**src/rtl/clock_disp_pkg.sv**
```systemverilog
// Shared constants for the 7-segment display blocks: the digit decode
// table, blank/dash patterns and the digit slot indices.
package clock_disp_pkg;

  // Decimal digits 0-9 as gfedcba patterns; a segment is lit when its bit is 0.
  localparam logic [6:0] SEG7 [0:9] = '{
    7'h40,  // 0
    7'h79,  // 1
    7'h24,  // 2
    7'h30,  // 3
    7'h19,  // 4
    7'h12,  // 5
    7'h02,  // 6
    7'h78,  // 7
    7'h00,  // 8
    7'h10   // 9
  };

  localparam logic [6:0] SEG_BLANK = 7'h7F;
  // Only segment g lit.
  localparam logic [6:0] SEG_DASH  = 7'b0111111;

  // Digit slot indices; each one is also the position of that digit's anode bit.
  localparam logic [1:0] DIG_S1  = 2'd0;
  localparam logic [1:0] DIG_S10 = 2'd1;
  localparam logic [1:0] DIG_M1  = 2'd2;
  localparam logic [1:0] DIG_M10 = 2'd3;

endpackage

```
**src/rtl/seg7_dec.sv**
```systemverilog
// Combinational digit-to-segment decoder for an active-low 7-segment display.
// Blank wins over everything else. A value flagged invalid, or any value
// above 9, is shown as a dash.
module seg7_dec
  import clock_disp_pkg::*;
(
  input  logic [3:0] i_val,
  input  logic       i_valid,
  input  logic       i_blank,
  output logic [6:0] o_seg
);

  // Pick the blank pattern, the dash pattern or the table entry for the digit.
  always_comb begin
    o_seg = SEG_BLANK;
    if (i_blank)
      o_seg = SEG_BLANK;
    else if (!i_valid || (i_val > 4'd9))
      o_seg = SEG_DASH;
    else
      o_seg = SEG7[i_val];
  end

endmodule

```
**src/rtl/clock_disp_scan.sv**
```systemverilog
// Drives a 4-digit common-anode multiplexed display from the MM:SS digit bus.
// It scans the digits with a blank gap at the end of each slot, takes a
// tear-free snapshot of the digits once per frame, blinks the minute and
// second fields, blinks the colon and blanks a leading zero in min10.
module clock_disp_scan
  import clock_disp_pkg::*;
#(
  parameter int SCAN_DIV  = 50000,
  parameter int BLANK_CYC = 2,
  parameter int HALF_SEC  = 25000000,
  parameter int LZB       = 1
) (
  input  logic       CLK,
  input  logic       RST,
  input  logic [3:0] sec1,
  input  logic [2:0] sec10,
  input  logic [3:0] min1,
  input  logic [2:0] min10,
  input  logic       EN1HZ,
  input  logic [1:0] BLINK,
  output logic [7:0] SEG,
  output logic [3:0] AN
);

  localparam int SW = $clog2(SCAN_DIV + 1);
  localparam int BW = $clog2(HALF_SEC + 1);

  logic [SW-1:0] r_scnt;
  logic [1:0]    r_dsel;
  logic [BW-1:0] r_bcnt;
  logic          r_phase;
  logic [3:0]    r_s1;
  logic [2:0]    r_s10;
  logic [3:0]    r_m1;
  logic [2:0]    r_m10;

  logic          w_scnt_wrap;
  logic          w_bcnt_wrap;
  logic          w_active;
  logic [3:0]    w_val;
  logic          w_valid;
  logic          w_fld_blink;
  logic          w_blank;
  logic          w_dp;
  logic [6:0]    w_seg;

  assign w_scnt_wrap = (r_scnt == SW'(SCAN_DIV - 1));
  assign w_bcnt_wrap = (r_bcnt == BW'(HALF_SEC - 1));
  // The last BLANK_CYC cycles of each slot turn every anode off so the
  // previous digit's segments do not ghost onto the next digit.
  assign w_active    = (r_scnt < SW'(SCAN_DIV - BLANK_CYC));

  // Slot counter; each time it wraps, the scan moves on to the next digit.
  always_ff @(posedge CLK or negedge RST) begin
    if (!RST) begin
      r_scnt <= '0;
      r_dsel <= DIG_S1;
    end else if (w_scnt_wrap) begin
      r_scnt <= '0;
      r_dsel <= r_dsel + 2'd1;
    end else begin
      r_scnt <= r_scnt + SW'(1);
    end
  end

  // Capture all four digits at the frame boundary so a frame never mixes old and new time.
  always_ff @(posedge CLK or negedge RST) begin
    if (!RST) begin
      r_s1  <= '0;
      r_s10 <= '0;
      r_m1  <= '0;
      r_m10 <= '0;
    end else if (w_scnt_wrap && (r_dsel == DIG_M10)) begin
      r_s1  <= sec1;
      r_s10 <= sec10;
      r_m1  <= min1;
      r_m10 <= min10;
    end
  end

  // Blink phase generator; the 1 Hz tick re-aligns it so the colon lights on the tick.
  always_ff @(posedge CLK or negedge RST) begin
    if (!RST) begin
      r_bcnt  <= '0;
      r_phase <= 1'b1;
    end else if (EN1HZ) begin
      r_bcnt  <= '0;
      r_phase <= 1'b1;
    end else if (w_bcnt_wrap) begin
      r_bcnt  <= '0;
      r_phase <= ~r_phase;
    end else begin
      r_bcnt  <= r_bcnt + BW'(1);
    end
  end

  // Select the digit for the current slot, check its range and find its blink field.
  always_comb begin
    w_val       = 4'd0;
    w_valid     = 1'b1;
    w_fld_blink = 1'b0;
    unique case (r_dsel)
      DIG_S1: begin
        w_val       = r_s1;
        w_valid     = (r_s1 <= 4'd9);
        w_fld_blink = BLINK[0];
      end
      DIG_S10: begin
        w_val       = {1'b0, r_s10};
        w_valid     = (r_s10 <= 3'd5);
        w_fld_blink = BLINK[0];
      end
      DIG_M1: begin
        w_val       = r_m1;
        w_valid     = (r_m1 <= 4'd9);
        w_fld_blink = BLINK[1];
      end
      DIG_M10: begin
        w_val       = {1'b0, r_m10};
        w_valid     = (r_m10 <= 3'd5);
        w_fld_blink = BLINK[1];
      end
    endcase
  end

  assign w_blank = (w_fld_blink && !r_phase) ||
                   ((LZB != 0) && (r_dsel == DIG_M10) && (r_m10 == 3'd0));
  // The colon is wired to the dp of the min1 digit.
  assign w_dp    = ~((r_dsel == DIG_M1) && r_phase);

  seg7_dec u_dec (
    .i_val   (w_val),
    .i_valid (w_valid),
    .i_blank (w_blank),
    .o_seg   (w_seg)
  );

  // Register the display pins; every anode is off and every segment is dark during the blank gap.
  always_ff @(posedge CLK or negedge RST) begin
    if (!RST) begin
      SEG <= 8'hFF;
      AN  <= 4'hF;
    end else if (w_active) begin
      SEG <= {w_dp, w_seg};
      AN  <= ~(4'b0001 << r_dsel);
    end else begin
      SEG <= 8'hFF;
      AN  <= 4'hF;
    end
  end

endmodule

```
**config.mk**
```make
export PLATFORM = sky130hd
export DESIGN_NAME = clock_disp_scan
export DESIGN_NICKNAME = d
export VERILOG_FILES = /design/src/rtl/clock_disp_pkg.sv /design/src/rtl/seg7_dec.sv /design/src/rtl/clock_disp_scan.sv
export SDC_FILE = /design/constraint.sdc
export NUM_CORES = 1
export LEC_CHECK = 0
export CAP_MARGIN = 0
export CORE_MARGIN = 5
export CORE_UTILIZATION = 52
export DETAILED_ROUTE_END_ITERATION = 8
export PLACE_DENSITY = 0.87
export SYNTH_ARGS = -nofsm -noshare
export SYNTH_HDL_FRONTEND = slang
export SYNTH_SLANG_ARGS = --single-unit
```
**constraint.sdc**
```tcl
create_clock -name CLK -period 2.6 [get_ports CLK]
set_input_delay 0.52 -clock CLK [delete_from_list [all_inputs] [get_ports CLK]]
set_output_delay 0.52 -clock CLK [all_outputs]
set_load 0.1 [all_outputs]
```
==> flow_metrics.env, run 1 <==
export IMPL_clock_fmax_ghz=0.3988
export IMPL_netlist_area_um2=3547
export IMPL_clk_path_buf_depth=2
export IMPL_grt_pass1_vias=2674
export IMPL_setup_viol=0
export IMPL_max_stage_delay_ps=400
export IMPL_initial_utilization_pct=52.79
export IMPL_placement_io_buffers=30
export IMPL_synth_edf_count=0
export IMPL_cts_hold_buf=0
export IMPL_nNetsFinal=408
export IMPL_grt_max_degree=47
export IMPL_cp_start_kind="flip-flop"
export IMPL_dp_cells=442
export IMPL_busiest_layer="met2"
export IMPL_coreArea_um2=6719
export IMPL_slew_viol_final=0
export IMPL_drt_iter0_drc=219
export IMPL_routed_wl_um=7172
export IMPL_syn_to_final_growth_pct=18.52
export IMPL_drc=0
export IMPL_slowest_stage="dfrtp_1"
export IMPL_cp_depth=11
export IMPL_synth_ff_latch_count=70
export IMPL_reg2regPathDepth=11
export IMPL_yosys_area_top_type="dfrtp_1"
export IMPL_ir_drop_mv=0.3392
export IMPL_cts_tree="done"
export IMPL_synthCells=333
export IMPL_grt_pass1_wl_um=12230
export IMPL_tightestPinTransition_ps=938.2
export IMPL_crit_required_ps=2830
export IMPL_arrival_ps=2740
export IMPL_async_flop_share_pct=100.0
export IMPL_cts_root_buf="clkbuf_8"
export IMPL_fillerInstances=526
export IMPL_gr_usage_met2_pct=29.37
export IMPL_yosysUniqueCellTypes=49
export IMPL_hold_viol_final=0
export IMPL_drive_above_1_share_pct=22.51
export IMPL_antenna_found_initial=0
export IMPL_critical_path_buf_inv_count=3
export IMPL_drv_cap=0
export IMPL_p_per_area_nw_per_um2=511.3
export IMPL_clock_skew_ps=10.82
export IMPL_cts_buffers_inserted=9
export IMPL_synth_fp_nets=364
export IMPL_track_usage_pct=17.66
export IMPL_synth_top_cell_area_share_pct=40.21
export IMPL_final_antenna_net_count=0
export IMPL_h_tree_depth=3
export IMPL_yosysSeqAreaShare_pct=49.84
export IMPL_slew_headroom_pct=35.83
export IMPL_dp_hpwl_um=5071
export IMPL_grtUsageMet3_pct=4.874
export IMPL_antenna_cells=0
export IMPL_drt_pass1_iter_count=4
export IMPL_cp_max_fo=7
export IMPL_crit_chain="buf_4 > ha_4 > a222oi_1 > mux2i_1 > inv_2 > ha_4 > o21ba_2 > o22ai_1 > a211oi_2 > buf_4 > nand3_1"
export IMPL_gp_congestion=0.8568
export IMPL_crit_type="reg -> reg"
export IMPL_finalNonFillerCells=462
export IMPL_crit_family="compound AO/OA/AOI/OAI gates"
export IMPL_synthFlopType="dfrtp_1"
export IMPL_clkTransAtPathRegs_ps=70
export IMPL_use_met1_pct=21.76
export IMPL_io_pins=31
export IMPL_outcome="complete, no violations"
export IMPL_post_route_util_pct=62.57
export IMPL_die_x_um=92.59
export IMPL_clock_sinks=70
export IMPL_clock_latency_ps=340
export IMPL_fp_row_count=30
export IMPL_viasPerCell=5.883
export IMPL_end_kind="flip-flop"
export IMPL_synthTopCellsByArea="dfrtp_1 (40%), dfstp_2 (9.6%), mux2_2 (5.1%)"
export IMPL_timing_final_crit_share_pct=96.45
export IMPL_grt_overflow_total=0
export IMPL_p_leak_nw=1.753
export IMPL_min_period_ps=2508
export IMPL_wl_per_cell_um=15.52
export IMPL_ys_warn_count=0
export IMPL_die_h_um=92.59
export IMPL_syn_avg_cell_area_um2=10.65
export IMPL_hp_class="in -> async"
export IMPL_die_area_um2=8573
export IMPL_vias=2718
==> metrics by stage <==
step / setup slack, ps / cell area [um2] / setup TNS (ps) / power [mW] / hold slack (ps)
global placement: -13.00 / 3941 / -13.00 / 1.351 / 462.3
CTS: 37.17 / 4130 / 0 / 2.167 / 170.8
detailed placement: -155.5 / 3941 / -377.3 / 1.356 / 474.9
floorplan: 13.00 / 3547 / 0 / 1.272 / 224.4
finish: 92.40 / 4204 / 0 / 2.149 / 164.5
global route: -1.997 / 4204 / -1.997 / 2.248 / 191.6
==> cells by family (layout without fill, tap and decap cells) <==
kind of cell	count (synthesis)	in the layout	synth area share (%)
muxes	19	19	5.926
DFF	70	70	49.84
and+or+nand+nor	130	130	20.95
AOI/OAI and AO/OA	54	54	9.983
buffers and inverters	22	71	2.645
xor gates and xnor gates	26	26	6.420
adders and majority gates	12	12	4.233
==> area by class of cell <==
class / instances / area, um2 / share of cell area [%]
clock inverter: 5 / 52.55 / 1.250
clock buffer: 11 / 131.4 / 3.125
multi-input combinational: 241 / 1739 / 41.37
sequential: 70 / 1768 / 42.05
inverter: 14 / 52.55 / 1.250
tap: 80 / 100.1 / 2.381
timing repair buffer: 41 / 360.3 / 8.571
==> flip-flops by register name, indices dropped and copies added (netlist names) <==
register	count
r_s10	3
AN	4
r_dsel	2
SEG	8
r_m1	4
r_scnt	16
r_s1	4
r_m10	3
r_phase	1
r_bcnt	25
==> power breakdown <==
group          total (mW)  switching [mW]  internal [mW]
Clock               0.804           0.366          0.438
Combinational       0.208           0.134         0.0744
Sequential           1.14          0.0173           1.12
Total                2.15           0.517           1.63
==> path summary, 6_finish.rpt <==
kind | from | to | slack (ps)
max | r_dsel[1] | SEG[4] | 90
min | RST | r_scnt[12] | 160
max reg2reg | r_dsel[1] | SEG[4] | 90
min reg2reg | r_scnt[0] | r_scnt[0] | 480
max in group asynchronous | RST | r_phase | 1740
min in group CLK | r_scnt[0] | r_scnt[0] | 480
==> routing by layer <==
metal	vias to the layer above	share of wire, %
met1	1327	43
met2	86	51
met4	0	1.5
met3	12	4.9
met5	-	0
li1	1293	-
==> cells in the mapped netlist, types with 4 or more instances <==
library cell	number
dfrtp_1	57
nor2_1	29
nand2_1	20
mux2_2	16
a21oi_1	15
nand3_1	15
inv_1	14
xor2_1	14
dfstp_2	13
ha_1	12
nand4_1	12
xnor2_1	12
o21ai_0	11
or3_1	8
o31ai_1	7
and3_1	6
nor2b_1	6
o211ai_1	6
or4_1	6
nor4_1	5
clkbuf_1	4
==> what timing repair did <==
action | 4_1_cts | 5_1_grt
pin swaps | 0 | 4
buffers inserted | 0 | 4
gates resized for setup | 1 | 10
setup endpoints to repair | 6 | 6
==> cells in the final DEF (no fill, tap or decap), types with 5 or more instances in the layout <==
cell,synthesis,layout
clkbuf_8,0,9
xnor2_1,12,12
mux2_2,16,15
nand4_1,12,12
nor2b_1,6,6
dfstp_2,13,13
ha_1,12,8
a21oi_1,15,15
xor2_1,14,14
dfrtp_1,57,57
nor2_1,29,29
or3_1,8,8
inv_1,14,12
o21ai_0,11,11
o211ai_1,6,6
and3_1,6,6
clkdlybuf4s50_1,0,17
o31ai_1,7,6
nand2_1,20,20
or4_1,6,6
nor4_1,5,5
nand3_1,15,15
buf_4,0,22
No activity file was read; power rests on OpenSTA's default activity.
==> run 2, diff against run 1 <==
--- a/config.mk
+++ b/config.mk
@@ -6,7 +6,7 @@
 export NUM_CORES = 1
 export LEC_CHECK = 0
 export CAP_MARGIN = 0
-export CORE_MARGIN = 5
+export CORE_MARGIN = 2
 export CORE_UTILIZATION = 52
 export DETAILED_ROUTE_END_ITERATION = 8
 export PLACE_DENSITY = 0.87
==> run 2 against run 1 <==
Compared with the run above:
- clock power shrank 6.6%
- worst hold slack improved by 25 ps
- critical endpoint is now SEG[2]
- sequential cell count stayed put
- register-to-register slack is essentially flat
- sequential share of layout area grew 0.33 points
- clock skew down 1.8 ps
- final cell count grew 0.22%
- setup slack better by 13 ps
- first-iteration DRC count shrank 1.8%
==> flow_metrics.env, run 2 (same netlist as run 1, synthesis figures left out) <==
export IMPL_finalNonFillerCells=463
export IMPL_cts_tree="done"
export IMPL_clk_path_buf_depth=2
export IMPL_die_h_um=86.59
export IMPL_dp_cells=442
export IMPL_top_register="r_bcnt"
export IMPL_fillerInstances=516
export IMPL_outcome="complete, no violations"
export IMPL_r2r_slack_ps=110
export IMPL_gr_usage_met2_pct=32.59
export IMPL_antenna_cells=0
export IMPL_largest_reg_flops=25
export IMPL_viasPerCell=5.922
export IMPL_reg2regPathDepth=11
export IMPL_min_period_ps=2495
export IMPL_layout_commonest_cell="dfrtp_1"
export IMPL_clock_fmax_ghz=0.4009
export IMPL_ir_drop_mv=0.3254
export IMPL_vias=2742
export IMPL_crit_type="reg -> reg"
export IMPL_clock_latency_ps=340
export IMPL_arrival_ps=2720
export IMPL_end_kind="flip-flop"
export IMPL_grtUsageMet3_pct=5.524
export IMPL_drc=0
export IMPL_cts_root_buf="clkbuf_8"
export IMPL_whs_ps=189.9
export IMPL_grt_pass1_wl_um=12010
export IMPL_cts_buffers_inserted=9
export IMPL_nNetsFinal=409
export IMPL_initial_utilization_pct=53.09
export IMPL_crit_required_ps=2820
export IMPL_drt_pass1_iter_count=4
export IMPL_final_area_um2=4172
export IMPL_placement_io_buffers=30
export IMPL_routed_wl_um=7225
export IMPL_die_area_um2=7498
export IMPL_grt_pass1_vias=2582
export IMPL_antenna_found_initial=0
export IMPL_cp_max_fo=6
export IMPL_grt_overflow_total=0
export IMPL_top_regs="r_bcnt x25, r_scnt x16, SEG x8"
export IMPL_tightestPinTransition_ps=822.5
export IMPL_slew_headroom_pct=43.75
export IMPL_cp_start_kind="flip-flop"
export IMPL_wl_per_cell_um=15.60
export IMPL_clock_skew_ps=9.040
export IMPL_io_pins=31
export IMPL_clkTransAtPathRegs_ps=70
export IMPL_hold_viol_final=0
export IMPL_track_usage_pct=20.40
export IMPL_use_met1_pct=27.40
export IMPL_slew_viol_final=0
export IMPL_h_tree_depth=3
export IMPL_final_antenna_net_count=0
export IMPL_p_leak_nw=1.752
export IMPL_coreArea_um2=6681
export IMPL_drt_iter0_drc=215
export IMPL_timing_final_crit_share_pct=95.94
export IMPL_post_route_util_pct=62.43
export IMPL_fp_row_count=30
export IMPL_setup_viol=0
export IMPL_grt_max_degree=71
export IMPL_syn_to_final_growth_pct=17.60
export IMPL_hp_class="in -> async"
export IMPL_mostFrequentLayoutCells="dfrtp_1 (57), nor2_1 (29), buf_4 (23)"
export IMPL_multi_input_area_um2=1720
export IMPL_busiest_layer="met2"
export IMPL_dp_hpwl_um=4915
export IMPL_register_area_um2=1768
export IMPL_drive_above_1_share_pct=21.67
export IMPL_setup_ws_ps=105.5
export IMPL_pre_cts_ws_ps=-216.8
export IMPL_die_x_um=86.59
export IMPL_place_area_um2=3941
export IMPL_p_per_area_nw_per_um2=502.7
export IMPL_drv_cap=0
export IMPL_gp_congestion=0.9009
export IMPL_clock_sinks=70
==> run 2: power by group <==
part / switching, mW / leakage (nW) / internal (mW)
Sequential: 0.0174 / 0.884 / 1.12
Combinational: 0.134 / 0.784 / 0.0750
Clock: 0.380 / 0.0844 / 0.371
==> run 2: cell type report <==
| type | count | share of cell area (%) |
|---|---|---|
| Timing Repair Buffer | 42 | 8.818 |
| Inverter | 14 | 1.260 |
| Multi-Input combinational cell | 241 | 41.24 |
| Clock buffer | 14 | 3.659 |
| Sequential cell | 70 | 42.38 |
| Clock inverter | 2 | 0.2400 |
| Tap cell | 80 | 2.400 |
==> run 2: per-stage QoR <==
| step | setup TNS, ps | total power [mW] |
|---|---|---|
| 2_1_floorplan | 0 | 1.272 |
| 3_3_place_gp | -12.63 | 1.351 |
| 3_5_place_dp | -827.7 | 1.356 |
| 4_1_cts | 0 | 2.110 |
| 5_1_grt | -167.7 | 2.184 |
| 6_report | 0 | 2.097 |
==> run 2: critical path: stages (launching register included) <==
cell and delay, ps:
dfrtp_1 400, inv_1 130, ha_1 270, a222oi_1 120
mux2_4 320, inv_1 80, ha_2 240, o21ba_2 180
o22ai_2 90, a211oi_2 240, buf_4 170, o311ai_0 120
==> run 2: what timing repair did <==
action,CTS,global route
setup endpoints to repair,6,6
pin swaps,1,2
resized for setup,2,5
hold buffers,0,0
setup buffers,1,4
==> run 2: worst paths after layout <==
check	startpoint	to
hold reg to reg	r_scnt[0]	r_scnt[0]
setup / recovery	r_dsel[1]	SEG[2]
max in group asynchronous	RST	r_phase
hold / removal	RST	r_scnt[10]
min in group CLK	r_scnt[0]	r_scnt[0]
setup reg to reg	r_dsel[1]	SEG[2]
==> run 2: layer usage <==
| layer | vias to the layer above | routed length (um) | part of all wire, % |
|---|---|---|---|
| li1 | 1297 | - | - |
| met1 | 1353 | 3271 | 45 |
| met2 | 81 | 3518 | 49 |
| met3 | 11 | 359 | 5.0 |
| met4 | 0 | 76 | 1.1 |
| met5 | - | 0 | 0 |
==> run 3, diff against run 2 <==
--- a/config.mk
+++ b/config.mk
@@ -7,9 +7,10 @@
 export LEC_CHECK = 0
 export CAP_MARGIN = 0
 export CORE_MARGIN = 2
-export CORE_UTILIZATION = 52
+export CORE_UTILIZATION = 40
 export DETAILED_ROUTE_END_ITERATION = 8
-export PLACE_DENSITY = 0.87
+export PLACE_DENSITY = 0.72
 export SYNTH_ARGS = -nofsm -noshare
 export SYNTH_HDL_FRONTEND = slang
 export SYNTH_SLANG_ARGS = --single-unit
+export TNS_END_PERCENT = 50
==> run 3 against run 2 <==
Compared with the run above:
- core utilization is 14 points lower
- routed wire length is 1.6% lower
- non-clock buffer count is 2 lower
- sequential share of layout area is 0.63 points lower
- global-route usage is 4.9 points lower
- sequential cell count stayed put
- critical path depth stayed put
- cell area is 1.5% higher
- clock power is 30% higher
==> flow_metrics.env, run 3 (same netlist as run 1, synthesis figures left out) <==
export IMPL_cp_max_fo=5
export IMPL_hp_class="in -> async"
export IMPL_arrival_ps=2650
export IMPL_coreArea_um2=8678
export IMPL_crit_type="reg -> reg"
export IMPL_nNetsFinal=407
export IMPL_clkTransAtPathRegs_ps=80
export IMPL_total_power_mw=2.314
export IMPL_syn_to_final_growth_pct=19.37
export IMPL_fp_row_count=34
export IMPL_slew_headroom_pct=40.63
export IMPL_largest_reg_flops=25
export IMPL_whs_ps=200.3
export IMPL_end_kind="flip-flop"
export IMPL_place_area_um2=3976
export IMPL_tightestPinTransition_ps=868.1
export IMPL_track_usage_pct=15.51
export IMPL_mostFrequentLayoutCells="dfrtp_1 (57), nor2_1 (29), buf_4 (21)"
export IMPL_reg2regPathDepth=11
export IMPL_drt_pass1_iter_count=4
export IMPL_p_per_area_nw_per_um2=546.4
export IMPL_antenna_cells=0
export IMPL_slew_viol_final=0
export IMPL_p_sw_share_pct=25.03
export IMPL_vias=2668
export IMPL_cts_root_buf="clkbuf_8"
export IMPL_clock_skew_ps=10.17
export IMPL_r2r_slack_ps=200
export IMPL_timing_final_crit_share_pct=92.44
export IMPL_initial_utilization_pct=40.87
export IMPL_top_register="r_bcnt"
export IMPL_drv_cap=0
export IMPL_min_period_ps=2403
export IMPL_max_stage_delay_ps=400
export IMPL_p_int_mw=1.735
export IMPL_r2r_start="r_dsel[0]"
export IMPL_wl_met3_um=252
export IMPL_clock_fmax_ghz=0.4161
export IMPL_setup_viol=0
export IMPL_post_route_util_pct=48.79
export IMPL_combPwrFrac_pct=8.8
export IMPL_fin_setup_tns_ps=0
export IMPL_grt_setup_unrepaired="false"
export IMPL_placement_io_buffers=30
export IMPL_final_area_um2=4234
export IMPL_routed_wl_um=7106
export IMPL_cts_tree="done"
export IMPL_switching_power_mw=0.5790
export IMPL_top_regs="r_bcnt x25, r_scnt x16, SEG x8"
export IMPL_dp_hpwl_um=5024
export IMPL_cts_hold_buf=0
export IMPL_clkPwrFrac_pct=42.1
export IMPL_route_met2_wl_um=3643
export IMPL_wl_per_cell_um=14.53
export IMPL_grt_pass1_vias=2662
export IMPL_rr_endpoint="SEG[0]"
export IMPL_dr_max_layer_used="met4"
export IMPL_grt_pass1_wl_um=12190
export IMPL_p_leak_nw=1.761
export IMPL_cts_buffers_inserted=9
export IMPL_die_area_um2=9637
export IMPL_met1_length_um=3138
export IMPL_hold_viol_final=0
export IMPL_crit_family="compound AO/OA/AOI/OAI gates"
export IMPL_crit_required_ps=2850
export IMPL_seqPwrFrac_pct=49.0
export IMPL_clock_latency_ps=350
export IMPL_h_tree_depth=3
export IMPL_outcome="complete, no violations"
export IMPL_drive_above_1_share_pct=21.52
export IMPL_grt_overflow_total=0
export IMPL_crit_chain="inv_1 > ha_2 > a222oi_1 > mux2_4 > inv_1 > ha_2 > o21ba_2 > o22ai_1 > a211oi_2 > buf_4 > o211ai_1"
export IMPL_critical_path_buf_inv_count=3
export IMPL_slowest_stage="dfrtp_1"
export IMPL_clk_path_buf_depth=2
export IMPL_die_x_um=98.17
export IMPL_final_antenna_net_count=0
export IMPL_ir_drop_mv=0.3390
export IMPL_gp_congestion=0.9107
export IMPL_drt_iter0_drc=88
export IMPL_grt_max_degree=43
export IMPL_cp_start_kind="flip-flop"
export IMPL_die_h_um=98.17
export IMPL_viasPerCell=5.456
export IMPL_antenna_found_initial=0
export IMPL_io_pins=31
export IMPL_layout_commonest_cell="dfrtp_1"
export IMPL_clock_sinks=70
export IMPL_drc=0
run 3: layer usage:
layer  up-vias  GRT usage [%]
li1       1290              -
met1      1325          19.10
met2        45          26.71
met3         8          5.154
met4         0          3.267
met5         -              0
run 3: cell type report:
type	instances	area, um2
Tap cell	108	135.1
Clock buffer	9	123.9
Fill cell	796	4444
Inverter	14	52.55
Sequential cell	70	1768
Timing Repair Buffer	40	352.8
Clock inverter	7	97.59
Multi-Input combinational cell	241	1704
run 3: how the worst max path moves through the flow:
| stage | startpoint | to | slack [ps] | depth (start not counted) |
|---|---|---|---|---|
| floorplan | r_dsel[0] | SEG[2] | 10 | 11 |
| global placement | r_dsel[0] | SEG[2] | 20 | 10 |
| detailed placement | r_dsel[0] | SEG[2] | -90 | 10 |
| CTS | r_dsel[0] | SEG[2] | 120 | 10 |
| global route | r_dsel[1] | SEG[1] | 5 | 11 |
| finish | r_dsel[0] | SEG[0] | 200 | 11 |
run 3: power groups by stage:
stage,logic (mW),clock network (mW),registers [mW]
2_1_floorplan,0.0519,0,1.22
3_3_place_gp,0.198,0,1.15
3_5_place_dp,0.200,0,1.16
4_1_cts,0.201,0.998,1.13
5_1_grt,0.219,1.05,1.14
6_report,0.204,0.975,1.13
run 3: repair_timing:
action,in CTS,in global routing
pin swaps,0,2
gates resized for setup,1,3
buffers inserted,0,3
endpoints found under the setup margin,5,6
run 3: per-stage QoR:
step                      setup WS, ps  std cells
after floorplan                  13.00        333
after global placement           18.71        470
after detailed placement        -94.01        470
after CTS                        116.4        486
after global routing             4.910        489
final                            196.6        489
